**config.mk**
```make
export PLATFORM = sky130hd
export DESIGN_NAME = exp3_unidade_controle_flat
export DESIGN_NICKNAME = d
export VERILOG_FILES = /design/src/rtl/exp3_unidade_controle_if.sv /design/src/rtl/exp3_unidade_controle.sv /design/src/flat_wrapper.sv
export SDC_FILE = /design/constraint.sdc
export NUM_CORES = 1
export LEC_CHECK = 0
export CORE_AREA = 2 2 39 41
export DETAILED_ROUTE_END_ITERATION = 8
export DIE_AREA = 0 0 41 43
export MAX_ROUTING_LAYER = met4
export PLACE_DENSITY = 0.52
export SLEW_MARGIN = 40
export SYNTH_ARGS = -nofsm -noshare
export SYNTH_HDL_FRONTEND = slang
export SYNTH_SLANG_ARGS = --single-unit
```
**constraint.sdc**
```tcl
create_clock -name clock -period 1.9 [get_ports clock]
set_input_delay 0.57 -clock clock [delete_from_list [all_inputs] [get_ports clock]]
set_output_delay 0.57 -clock clock [all_outputs]
set_load 0.1 [all_outputs]
```
**src/rtl/exp3_unidade_controle_if.sv**
```systemverilog
// Control/status bundle between the Experiência 3 control unit and its datapath.
// The slave side is the control unit; the master side is whoever drives its inputs.
interface exp3_unidade_controle_if;
    logic       iniciar;
    logic       jogada;
    logic       fimC;
    logic       chavesIgualMemoria;
    logic       zeraC;
    logic       contaC;
    logic       zeraR;
    logic       registraR;
    logic       pronto;
    logic       acertou;
    logic       errou;
    logic [3:0] db_estado;

    modport slave (
        input  iniciar, jogada, fimC, chavesIgualMemoria,
        output zeraC, contaC, zeraR, registraR, pronto, acertou, errou, db_estado
    );

    modport master (
        output iniciar, jogada, fimC, chavesIgualMemoria,
        input  zeraC, contaC, zeraR, registraR, pronto, acertou, errou, db_estado
    );
endinterface

```
**src/rtl/exp3_unidade_controle.sv**
```systemverilog
// Moore control unit for the Experiência 3 datapath: clears it, registers one
// switch value per play, compares against ROM and ends in success or error.
//
// state      | meaning
// inicial    | idle after reset, waiting for iniciar
// preparacao | clear address counter and switch register
// espera     | waiting for a jogada rising edge
// registra   | load switches into the register
// comparacao | evaluate comparator / terminal count
// proximo    | advance the address counter
// fim_acerto | all 16 entries matched
// fim_erro   | a mismatch ended the sequence
module exp3_unidade_controle (
    input  logic                          clock,
    input  logic                          reset,
    exp3_unidade_controle_if.slave        ctrl
);

    typedef enum logic [3:0] {
        INICIAL    = 4'b0000,
        PREPARACAO = 4'b0001,
        ESPERA     = 4'b0010,
        REGISTRA   = 4'b0100,
        COMPARACAO = 4'b0101,
        PROXIMO    = 4'b0110,
        FIM_ACERTO = 4'b1010,
        FIM_ERRO   = 4'b1110
    } estado_t;

    estado_t estadoAtual;
    estado_t proximoEstado;
    logic    jogadaQ;
    logic    jogadaEv;

    // Only the rising edge of jogada counts, so a held button yields one play.
    always_ff @(posedge clock or posedge reset) begin
        if (reset) begin
            jogadaQ <= 1'b0;
        end else begin
            jogadaQ <= ctrl.jogada;
        end
    end

    assign jogadaEv = ctrl.jogada & ~jogadaQ;

    always_ff @(posedge clock or posedge reset) begin
        if (reset) begin
            estadoAtual <= INICIAL;
        end else begin
            estadoAtual <= proximoEstado;
        end
    end

    always_comb begin
        proximoEstado = INICIAL;
        case (estadoAtual)
            INICIAL:    proximoEstado = ctrl.iniciar ? PREPARACAO : INICIAL;
            PREPARACAO: proximoEstado = ESPERA;
            ESPERA:     proximoEstado = jogadaEv ? REGISTRA : ESPERA;
            REGISTRA:   proximoEstado = COMPARACAO;
            COMPARACAO: begin
                // A mismatch wins over the terminal count.
                if (!ctrl.chavesIgualMemoria) begin
                    proximoEstado = FIM_ERRO;
                end else if (ctrl.fimC) begin
                    proximoEstado = FIM_ACERTO;
                end else begin
                    proximoEstado = PROXIMO;
                end
            end
            PROXIMO:    proximoEstado = ESPERA;
            FIM_ACERTO: proximoEstado = ctrl.iniciar ? PREPARACAO : FIM_ACERTO;
            FIM_ERRO:   proximoEstado = ctrl.iniciar ? PREPARACAO : FIM_ERRO;
            default:    proximoEstado = INICIAL;
        endcase
    end

    always_comb begin
        ctrl.zeraC     = 1'b0;
        ctrl.contaC    = 1'b0;
        ctrl.zeraR     = 1'b0;
        ctrl.registraR = 1'b0;
        ctrl.pronto    = 1'b0;
        ctrl.acertou   = 1'b0;
        ctrl.errou     = 1'b0;
        case (estadoAtual)
            PREPARACAO: begin
                ctrl.zeraC = 1'b1;
                ctrl.zeraR = 1'b1;
            end
            REGISTRA:   ctrl.registraR = 1'b1;
            PROXIMO:    ctrl.contaC    = 1'b1;
            FIM_ACERTO: begin
                ctrl.pronto  = 1'b1;
                ctrl.acertou = 1'b1;
            end
            FIM_ERRO: begin
                ctrl.pronto = 1'b1;
                ctrl.errou  = 1'b1;
            end
            default: ;
        endcase
    end

    assign ctrl.db_estado = estadoAtual;

endmodule

```
**src/flat_wrapper.sv**
```systemverilog
// flat-port wrapper written by rule: the top's interface ports become plain ports
module exp3_unidade_controle_flat 
  (clock, reset, ctrl_iniciar, ctrl_jogada, ctrl_fimC, ctrl_chavesIgualMemoria, ctrl_zeraC, ctrl_contaC, ctrl_zeraR, ctrl_registraR, ctrl_pronto, ctrl_acertou, ctrl_errou, ctrl_db_estado);
  exp3_unidade_controle_if ctrl_i ();
  input  logic clock;
  input  logic reset;
  input wire logic [$bits(ctrl_i.iniciar)-1:0] ctrl_iniciar;
  input wire logic [$bits(ctrl_i.jogada)-1:0] ctrl_jogada;
  input wire logic [$bits(ctrl_i.fimC)-1:0] ctrl_fimC;
  input wire logic [$bits(ctrl_i.chavesIgualMemoria)-1:0] ctrl_chavesIgualMemoria;
  output wire logic [$bits(ctrl_i.zeraC)-1:0] ctrl_zeraC;
  output wire logic [$bits(ctrl_i.contaC)-1:0] ctrl_contaC;
  output wire logic [$bits(ctrl_i.zeraR)-1:0] ctrl_zeraR;
  output wire logic [$bits(ctrl_i.registraR)-1:0] ctrl_registraR;
  output wire logic [$bits(ctrl_i.pronto)-1:0] ctrl_pronto;
  output wire logic [$bits(ctrl_i.acertou)-1:0] ctrl_acertou;
  output wire logic [$bits(ctrl_i.errou)-1:0] ctrl_errou;
  output wire logic [$bits(ctrl_i.db_estado)-1:0] ctrl_db_estado;
  assign ctrl_i.iniciar = ctrl_iniciar;
  assign ctrl_i.jogada = ctrl_jogada;
  assign ctrl_i.fimC = ctrl_fimC;
  assign ctrl_i.chavesIgualMemoria = ctrl_chavesIgualMemoria;
  assign ctrl_zeraC = ctrl_i.zeraC;
  assign ctrl_contaC = ctrl_i.contaC;
  assign ctrl_zeraR = ctrl_i.zeraR;
  assign ctrl_registraR = ctrl_i.registraR;
  assign ctrl_pronto = ctrl_i.pronto;
  assign ctrl_acertou = ctrl_i.acertou;
  assign ctrl_errou = ctrl_i.errou;
  assign ctrl_db_estado = ctrl_i.db_estado;
  exp3_unidade_controle u_core (.clock(clock), .reset(reset), .ctrl(ctrl_i));
endmodule
```
==> results.json <==
{
  "ys_seq_area_share_pct": 39.8,
  "grt_usage_pct": 13.3,
  "critical_path_required_ns": 1.33,
  "synth_common_cells": "6 x inv_1, 5 x dfrtp_1, 3 x nor2_1",
  "finalHoldViolCount": 0,
  "max_freq_mhz": 516,
  "arrival_ns": 1.37,
  "grt-ovfl-total": 0,
  "clockBufferDepth": 2,
  "tightest_slew_ns": 0.258,
  "worst_slack_ns": -0.0379,
  "rows": 14,
  "fin_util_pct": 56.0,
  "synth_top_family_by_area": "simple AND/OR/NAND/NOR gates",
  "syn_area_um2": 314,
  "finalCritPeriodShare_pct": 102,
  "grt_use_met1_pct": 19.3,
  "numClockSinks": 5,
  "max_slew_margin_pct": 82.7,
  "synth_compound_area_share_pct": 22.7,
  "via_count": 350,
  "synth_mux_area_share_pct": 0,
  "routedWlPerCell_um": 11.2,
  "finalNetCount": 71,
  "syn_to_final_growth_pct": 147,
  "finalClockSkew_ns": 0.00451,
  "synth-seq-cells": 5,
  "violations": "setup timing",
  "finalSetupViolCount": 7,
  "slew_violations": 0,
  "async_flop_share_pct": 100,
  "avgViaCountPerCell": 4.38,
  "grt_max_degree": 13,
  "n_fill_cell": 130,
  "drt_iter0_drc": 3,
  "path_clk_slew_ns": 0.05,
  "die_area_um2": 1760,
  "cts-buffers-inserted": 3,
  "clock-root-buffer": "clkbuf_4",
  "antenna_found_initial": 0,
  "yosysWarnings": 0,
  "cap_viol_max_count": 0,
  "yosysMostFrequentCell": "inv_1",
  "slowest_stage": "dfrtp_4",
  "cp-start-kind": "flop",
  "hold_path_class": "in -> async",
  "crit_chain": "buf_6 -> nor4b_4 -> buf_12",
  "synth_xor_area_share_pct": 0,
  "yosysTopAreaCell": "dfrtp_1",
  "critPathMaxFanout": 4,
  "wl_um": 899,
  "first_pass_iters": 3,
  "first_global_vias": 338,
  "drive_gt1_share_pct": 64.1,
  "place_ws_ns": 0.105,
  "hold_ws_ns": 0.524,
  "synth_area_per_cell_um2": 8.97,
  "crit_path_end_kind": "output port",
  "syn-num-nets": 41,
  "max_stage_delay_ns": 0.49,
  "die_h_um": 43,
  "synth_edf_count": 0,
  "path_class": "reg -> out",
  "fin_crit_ns": 1.94,
  "core_um2": 1380,
  "drc": 0,
  "gp_congestion": 0.849,
  "h-tree-depth": 1,
  "initial_utilization_pct": 22.7,
  "synth_area_leaders": "dfrtp_1 40%, inv_1 7.2%, a221oi_2 4.8%, nor4b_2 4.8%, and3_1 4.0%",
  "synthSimpleGateAreaFrac_pct": 22.7,
  "use_met3_pct": 6.28,
  "diodes": 0,
  "worstRegToRegCells": 5,
  "drtAntennaViolNets": 0,
  "grt_busiest_layer": "met1",
  "cts_tree": "yes",
  "synth_fa_ha_area_share_pct": 0,
  "status": "finished with violations",
  "port_buffers": 16,
  "yosys_most_used_dff": "dfrtp_1",
  "io_pins": 17,
  "grt_pass1_wl_mm": 1.55,
  "synthCells": 35,
  "use_met2_pct": 16.9,
  "yosys.cell_types.count": 21,
  "dp_hpwl_um": 610,
  "dieWidth_um": 41,
  "clk_latency_ns": 0.24,
  "rsz0062_at_grt": "true",
  "synth.top_cell.area_share_pct": 39.8
}
==> state kept, by name (all words and copies together), names as in the netlist <==
register	count
u_core.ctrl.db_estado	4
u_core.jogadaQ	1
==> cell families after synthesis <==
| logic type | after synthesis |
|---|---|
| simple gates | 11 |
| buf+inv | 9 |
| flops | 5 |
| compound gates | 10 |
==> timing repair <==
action                                  in CTS  in global routing
gates resized for setup                      8                  0
hold buffers                                 0                  0
endpoints found under the setup margin       7                  7
endpoints found under the hold margin        0                  0
pin swaps                                    7                  0
buffers inserted                             9                  0
==> through the flow <==
step                setup TNS [ns]  cell area (µm²)  std cells
floorplan                    -1.88              384         35
global placement                 0              654         67
detailed placement               0              654         67
CTS                         -0.135              774         80
global route                -0.455              774         80
finish                      -0.137              774         80
==> metal layers <==
metal | share of wire, % | wire [µm]
met2 | 45 | 406
met5 | 0 | 0
met4 | 0 | 0
met1 | 49 | 443
met3 | 5.3 | 48
==> cell type report <==
type	count	area [µm²]	share of cell area, %
sequential	5	140	18.1
multi-input combinational	21	191	24.7
clock buffer	4	26.3	3.39
inverter	6	28.8	3.72
timing repair buffer	28	368	47.5
tap	16	20.0	2.58
==> worst paths after layout <==
path,start,end,slack [ns]
max,u_core.ctrl.db_estado[1],ctrl_registraR,-0.04
min,reset,u_core.ctrl.db_estado[3],0.52
max reg2reg,u_core.ctrl.db_estado[3],u_core.ctrl.db_estado[2],0.37
min reg2reg,u_core.jogadaQ,u_core.ctrl.db_estado[1],0.60
max in group asynchronous,reset,u_core.ctrl.db_estado[0],1.18
min in group clock,u_core.jogadaQ,u_core.ctrl.db_estado[1],0.60
==> worst max-delay path, delay by kind of cell, from the launching register on <==
family                 cells  cell delay, ns
AND/OR/NAND/NOR            1            0.30
buffers and inverters      2            0.34
flip-flops                 1            0.49
==> layout by cell type, fill, tap and decap left out, types with 2 or more instances in the layout <==
master,count
and3_4,2
clkdlybuf4s50_1,5
inv_1,4
clkbuf_4,3
nor2_4,2
buf_4,10
a21oi_1,2
dfrtp_4,4
buf_12,11
buf_6,2
o21ai_0,2
Power is left out: the tool's default activity adds up to more than one toggle a clock period on the data nets, which glitch-free logic cannot reach.
